**config.mk**
```make
export PLATFORM = sky130hd
export DESIGN_NAME = lc3_mem_arb
export DESIGN_NICKNAME = d
export VERILOG_FILES = /design/src/rtl/lc3_mem_arb.sv
export SDC_FILE = /design/constraint.sdc
export NUM_CORES = 1
export LEC_CHECK = 0
export BUFFER_PORTS_ARGS = -buffer_cell sky130_fd_sc_hd__buf_2
export CORE_UTILIZATION = 45
export CTS_CLUSTER_SIZE = 20
export DETAILED_ROUTE_END_ITERATION = 8
export HOLD_SLACK_MARGIN = 0.08
export PLACE_DENSITY = 0.82
export SYNTH_ARGS = -nofsm -noshare
export SYNTH_HDL_FRONTEND = slang
export SYNTH_SLANG_ARGS = --single-unit
```
**constraint.sdc**
```tcl
create_clock -name clk -period 3 [get_ports clk]
set_input_delay 0.75 -clock clk [delete_from_list [all_inputs] [get_ports clk]]
set_output_delay 0.75 -clock clk [all_outputs]
set_load 0.05 [all_outputs]
```
**src/rtl/lc3_mem_arb.sv**
```systemverilog
// lc3_mem_arb: round-robin CPU/loader arbiter and wait-state sequencer for the shared LC-3 memory; cpu_*/ldr_* are the two request/ready ports, mem_* drives the array, grant_ldr flags loader ownership
module lc3_mem_arb #(
  parameter int MEM_LATENCY = 4,
  parameter int AW = 16,
  parameter int DW = 16
) (
  input  logic          clk,
  input  logic          rst,
  input  logic          cpu_req,
  input  logic          cpu_we,
  input  logic [AW-1:0] cpu_addr,
  input  logic [DW-1:0] cpu_wdata,
  output logic          cpu_ready,
  output logic [DW-1:0] cpu_rdata,
  input  logic          ldr_req,
  input  logic          ldr_we,
  input  logic [AW-1:0] ldr_addr,
  input  logic [DW-1:0] ldr_wdata,
  output logic          ldr_ready,
  output logic [DW-1:0] ldr_rdata,
  output logic          mem_en,
  output logic          mem_we,
  output logic [AW-1:0] mem_addr,
  output logic [DW-1:0] mem_wdata,
  input  logic [DW-1:0] mem_rdata,
  output logic          grant_ldr
);
  localparam logic [1:0] IDLE = 2'd0, ACCESS = 2'd1, RESP = 2'd2;
  logic [1:0]    r_state;
  logic [3:0]    r_cnt;
  logic          r_owner, r_last, r_we;
  logic [AW-1:0] r_addr;
  logic [DW-1:0] r_wdata, r_rdata;
  logic          w_pick_ldr;
  assign w_pick_ldr = ldr_req & ~(cpu_req & r_last);
  always_ff @(posedge clk)
    if (rst) begin
      r_state <= IDLE;
      r_cnt   <= '0;
      r_owner <= 1'b0;
      r_last  <= 1'b1;
      r_we    <= 1'b0;
      r_addr  <= '0;
      r_wdata <= '0;
      r_rdata <= '0;
    end else if (r_state == IDLE) begin
      if (cpu_req | ldr_req) begin
        r_state <= ACCESS;
        r_cnt   <= 4'(MEM_LATENCY - 1);
        r_owner <= w_pick_ldr;
        r_last  <= w_pick_ldr;
        r_we    <= w_pick_ldr ? ldr_we : cpu_we;
        r_addr  <= w_pick_ldr ? ldr_addr : cpu_addr;
        r_wdata <= w_pick_ldr ? ldr_wdata : cpu_wdata;
      end
    end else if (r_state == ACCESS) begin
      r_cnt <= r_cnt - 4'd1;
      if (r_cnt == 4'd0) begin
        r_state <= RESP;
        if (!r_we) r_rdata <= mem_rdata;
      end
    end else
      r_state <= IDLE;
  assign mem_en    = r_state == ACCESS;
  assign mem_we    = mem_en & r_we;
  assign mem_addr  = r_addr;
  assign mem_wdata = r_wdata;
  assign cpu_ready = (r_state == RESP) & ~r_owner;
  assign ldr_ready = (r_state == RESP) & r_owner;
  assign cpu_rdata = r_rdata;
  assign ldr_rdata = r_rdata;
  assign grant_ldr = (r_state != IDLE) & r_owner;
endmodule

```
==> tab_implementation.tex <==
\begin{tabular}{lr}
\hline
Metric & Value \\
\hline
\multicolumn{2}{l}{\textbf{Status}} \\
Outcome & finished clean \\
\multicolumn{2}{l}{\textbf{Global route}} \\
Antenna violations before repair & 0 \\
Congestion Overflow GR & 0 \\
Via count of the first global-routing pass & 2620 \\
First-pass GRT wire length & 11700 microns \\
Overall Global Routing Usage & 23.6\% \\
Maximum number of pins on one net before global-route repair & 33 \\
\multicolumn{2}{l}{\textbf{Flow run}} \\
Number of max-cap violations & 0 \\
\multicolumn{2}{l}{\textbf{Critical path}} \\
Startpoint type of the worst setup path & register \\
Crit path max fanout & 6 \\
Endpoint kind of the worst setup timing path & output pin \\
Logic depth of the worst register-to-register path & 4 \\
Crit Path Class & register to output pin \\
Largest incremental delay on the critical path & 0.41 ns \\
R2r setup slk & 1.24 ns \\
Data arrival time of the worst path & 1.45 ns \\
CP bufs+invs & 2 \\
Slowest cell on the critical path & sky130\_fd\_sc\_hd\_\_dfxtp\_1 \\
Worst R2R End & mem\_wdata[0] \\
Critical-path cell list & nand2b\_1 -> inv\_2 -> and2\_1 -> buf\_2 \\
Required @ worst endpoint & 2.25 ns \\
Origin of the critical flop-to-flop path & r\_state[0] \\
Largest delay contributor family on the critical path & flip-flops \\
\multicolumn{2}{l}{\textbf{Clock network}} \\
Buffers inserted by post-CTS timing repair & 0 \\
Number of hold buffers added after CTS & 0 \\
CTS Buf Count & 9 \\
Master cell of the clock root buffer & sky130\_fd\_sc\_hd\_\_clkbuf\_8 \\
Level count of the clock H-tree & 3 \\
Clk buf depth & 2 \\
Worst skew pair latency & 0.33 ns \\
Clock Pin Slew Worst Setup and Hold Paths & 0.06 ns \\
CTS-repair resized insts & 0 \\
Clock Sinks & 57 \\
TritonCTS clock tree & done \\
\multicolumn{2}{l}{\textbf{Route}} \\
Final routed DRC violation total & 0 \\
Total via count in the routed design & 2758 \\
Initial drt markers & 104 \\
Detail-routed via count per cell & 5.20 \\
Avg WL per Cell & 13.6 microns \\
Final antenna-violating net count & 0 \\
Final routed wirelength across all metal layers & 7190 microns \\
Drt first pass iters & 4 \\
\multicolumn{2}{l}{\textbf{Place}} \\
Final RePlAce weighted congestion & 0.819 \\
Count of input and output buffers & 154 \\
Placed standard-cell area & 3420 sq um \\
HPWL Detailed & 5270 microns \\
\multicolumn{2}{l}{\textbf{Yosys}} \\
Avg Synthesized Cell Area & 8.50 sq um \\
Synthesized instance count & 321 \\
Number of unique standard cell types used by synthesis & 34 \\
Syn nets & 409 \\
Synth Warn \# & 0 \\
Async S/R FF share, synth & 0\% \\
Flop and latch count out of synthesis & 57 \\
Share of synthesized area occupied by flip-flops and latches & 41.8\% \\
Synthesized cell area & 2730 sq um \\
Leading register cell type out of synthesis & sky130\_fd\_sc\_hd\_\_dfxtp\_1 \\
Number of enable-type register cells in the synthesized netlist & 0 \\
\multicolumn{2}{l}{\textbf{Cells and area}} \\
Diode insertion count for antenna repair & 0 \\
Layout cell share with drive strength beyond 1 & 40.4\% \\
Final cell area excluding filler cells & 3640 sq um \\
Number of nets in the layout & 541 \\
Final core area utilization & 64.1\% \\
Synthesis-to-layout area growth & 33.2\% \\
Filler cell count & 482 \\
\multicolumn{2}{l}{\textbf{STA}} \\
Count of final max-slew check failures & 0 \\
Number of endpoints with negative hold slack in the final report & 0 \\
Worst hold slack & 0.484 ns \\
Worst Clk Skew & 0.00908 ns \\
Max-slew headroom & 56.3\% \\
Finish-stage setup viols & 0 \\
Share of the cycle needed by the critical path after routing & 73.3\% \\
Slew at the pin closest to its max-slew limit & 0.655 ns \\
Max Clk Rate & 454 MHz \\
Final critical delay including setup and external delays & 2.20 ns \\
Setup Total Neg Slack & 0 ns \\
RSZ-0062 raised after global routing & false \\
\multicolumn{2}{l}{\textbf{Die}} \\
Initial standard-cell utilization of the core & 48.1\% \\
Vert. Die Dim & 79.9 microns \\
Boundary Pins & 155 \\
Area of the placeable core & 5680 sq um \\
Width of the chip & 79.9 microns \\
Overall die area & 6380 sq um \\
Site row count & 27 \\
\multicolumn{2}{l}{\textbf{Pwr}} \\
Power share of the sequential group & 36.4\% \\
Final Power & 2.49 mW \\
Clock share of power & 31.0\% \\
Leak pwr & 1.76 nW \\
P per Cell Area & 685 nW/um\^{}2 \\
Part of the power in combinational logic & 32.6\% \\
Switching power share of the total & 37.7\% \\
Maximum VDD drop & 0.314 mV \\
Switching pwr & 0.939 mW \\
Design internal power & 1.55 mW \\
\multicolumn{2}{l}{\textbf{Worst hold path}} \\
Start point of the worst min-delay path & cpu\_rdata[9] \\
Min-Delay Path Depth & 2 \\
Hold/Removal Path Class & register to register \\
Min-Delay Endpoint & cpu\_rdata[9] \\
\hline
\end{tabular}
[area by class of cell]
type                       instances  area, sq um  share of cell area [%]
sequential                        57         1140                    31.4
timing repair buffer             164          846                    23.3
clock buffer                      11          131                    3.61
inverter                           3         11.3                   0.310
tap                               72         90.1                    2.48
clock inverter                     5         80.1                    2.20
multi-input combinational        218         1340                    36.8
[cells in the mapped netlist (4+ instances only)]
| cell type | instances | area, sq um |
|---|---|---|
| sky130_fd_sc_hd__mux2i_1 | 16 | 160 |
| sky130_fd_sc_hd__nand2b_1 | 33 | 206 |
| sky130_fd_sc_hd__dfxtp_1 | 57 | 1140 |
| sky130_fd_sc_hd__clkbuf_1 | 18 | 67.6 |
| sky130_fd_sc_hd__a21oi_1 | 38 | 190 |
| sky130_fd_sc_hd__nand2_1 | 70 | 263 |
| sky130_fd_sc_hd__nor2_1 | 4 | 15.0 |
| sky130_fd_sc_hd__buf_4 | 16 | 120 |
| sky130_fd_sc_hd__a311oi_1 | 33 | 289 |
| sky130_fd_sc_hd__buf_2 | 6 | 30.0 |
[metal layers]
layer / wire (microns) / share of wire, % / global-route usage (%) / up-vias
li1: - / - / - / 1363
met1: 3010 / 42 / 27.0 / 1238
met2: 3410 / 47 / 39.8 / 146
met3: 665 / 9.3 / 8.91 / 11
met4: 108 / 1.5 / 8.39 / 0
met5: 0 / 0 / 0 / -
[worst max-delay path by stage]
stage / startpoint / end / slack, ns / cells after the start
finish: r_state[0] / mem_we / 0.80 / 4
global route: r_state[0] / mem_we / 0.69 / 4
CTS: r_state[0] / mem_we / 0.77 / 4
detailed placement: ldr_req / mem_wdata[8] / 0.88 / 5
global placement: ldr_req / mem_wdata[0] / 0.96 / 5
floorplan: r_state[1] / cpu_ready / 0.73 / 1
[power groups by stage]
stage	Sequential (mW)	Clock, mW	Combinational (mW)
after floorplan	1.18	0	0.365
after global placement	0.920	0	0.804
after detailed placement	0.921	0	0.814
after CTS	0.907	0.787	0.816
after global routing	0.917	0.830	0.869
final	0.907	0.772	0.812
[per-stage QoR]
step / std cells / setup WS (ns)
2_1_floorplan: 321 / 0.733
3_3_place_gp: 514 / 0.959
3_5_place_dp: 514 / 0.882
4_1_cts: 530 / 0.775
5_1_grt: 530 / 0.685
6_report: 530 / 0.800
[cell usage in the layout, fill, tap and decap left out, types with 2 or more instances in the layout]
master                         n
sky130_fd_sc_hd__a21oi_1      38
sky130_fd_sc_hd__nor3_1        2
sky130_fd_sc_hd__nand2_1      70
sky130_fd_sc_hd__and2_1        2
sky130_fd_sc_hd__mux2i_1      16
sky130_fd_sc_hd__clkbuf_1      2
sky130_fd_sc_hd__bufinv_16     2
sky130_fd_sc_hd__buf_2       154
sky130_fd_sc_hd__a311oi_1     33
sky130_fd_sc_hd__nand2b_1     33
sky130_fd_sc_hd__clkbuf_8      9
sky130_fd_sc_hd__clkinvlp_4    2
sky130_fd_sc_hd__dfxtp_1      57
sky130_fd_sc_hd__inv_1         2
sky130_fd_sc_hd__ha_1          2
sky130_fd_sc_hd__nor2_2        2
sky130_fd_sc_hd__nor2_1        2
sky130_fd_sc_hd__or2_1         2
sky130_fd_sc_hd__buf_4        10
[sequential cells by signal, indices dropped and copies added, names as in the netlist]
register	count
cpu_rdata	16
r_state	2
mem_addr	16
mem_wdata	16
r_we	1
r_cnt	4
r_owner	1
r_last	1
[cell families (layout without fill, tap and decap cells)]
family / count (synthesis) / in the layout / share of synthesized area (%)
compound gates: 75 / 75 / 18.9
xor+xnor: 2 / 2 / 0.642
fa+ha+maj: 2 / 2 / 0.917
buf+inv: 46 / 183 / 9.40
flops: 57 / 57 / 41.8
mux: 18 / 18 / 6.69
simple gates: 121 / 121 / 21.6
[worst min-delay path: stages, from the launching register on]
cell and delay [ns]:
sky130_fd_sc_hd__dfxtp_1 0.31, sky130_fd_sc_hd__nand2b_1 0.06, sky130_fd_sc_hd__mux2i_1 0.06
No activity file was read; power rests on OpenSTA's default activity.
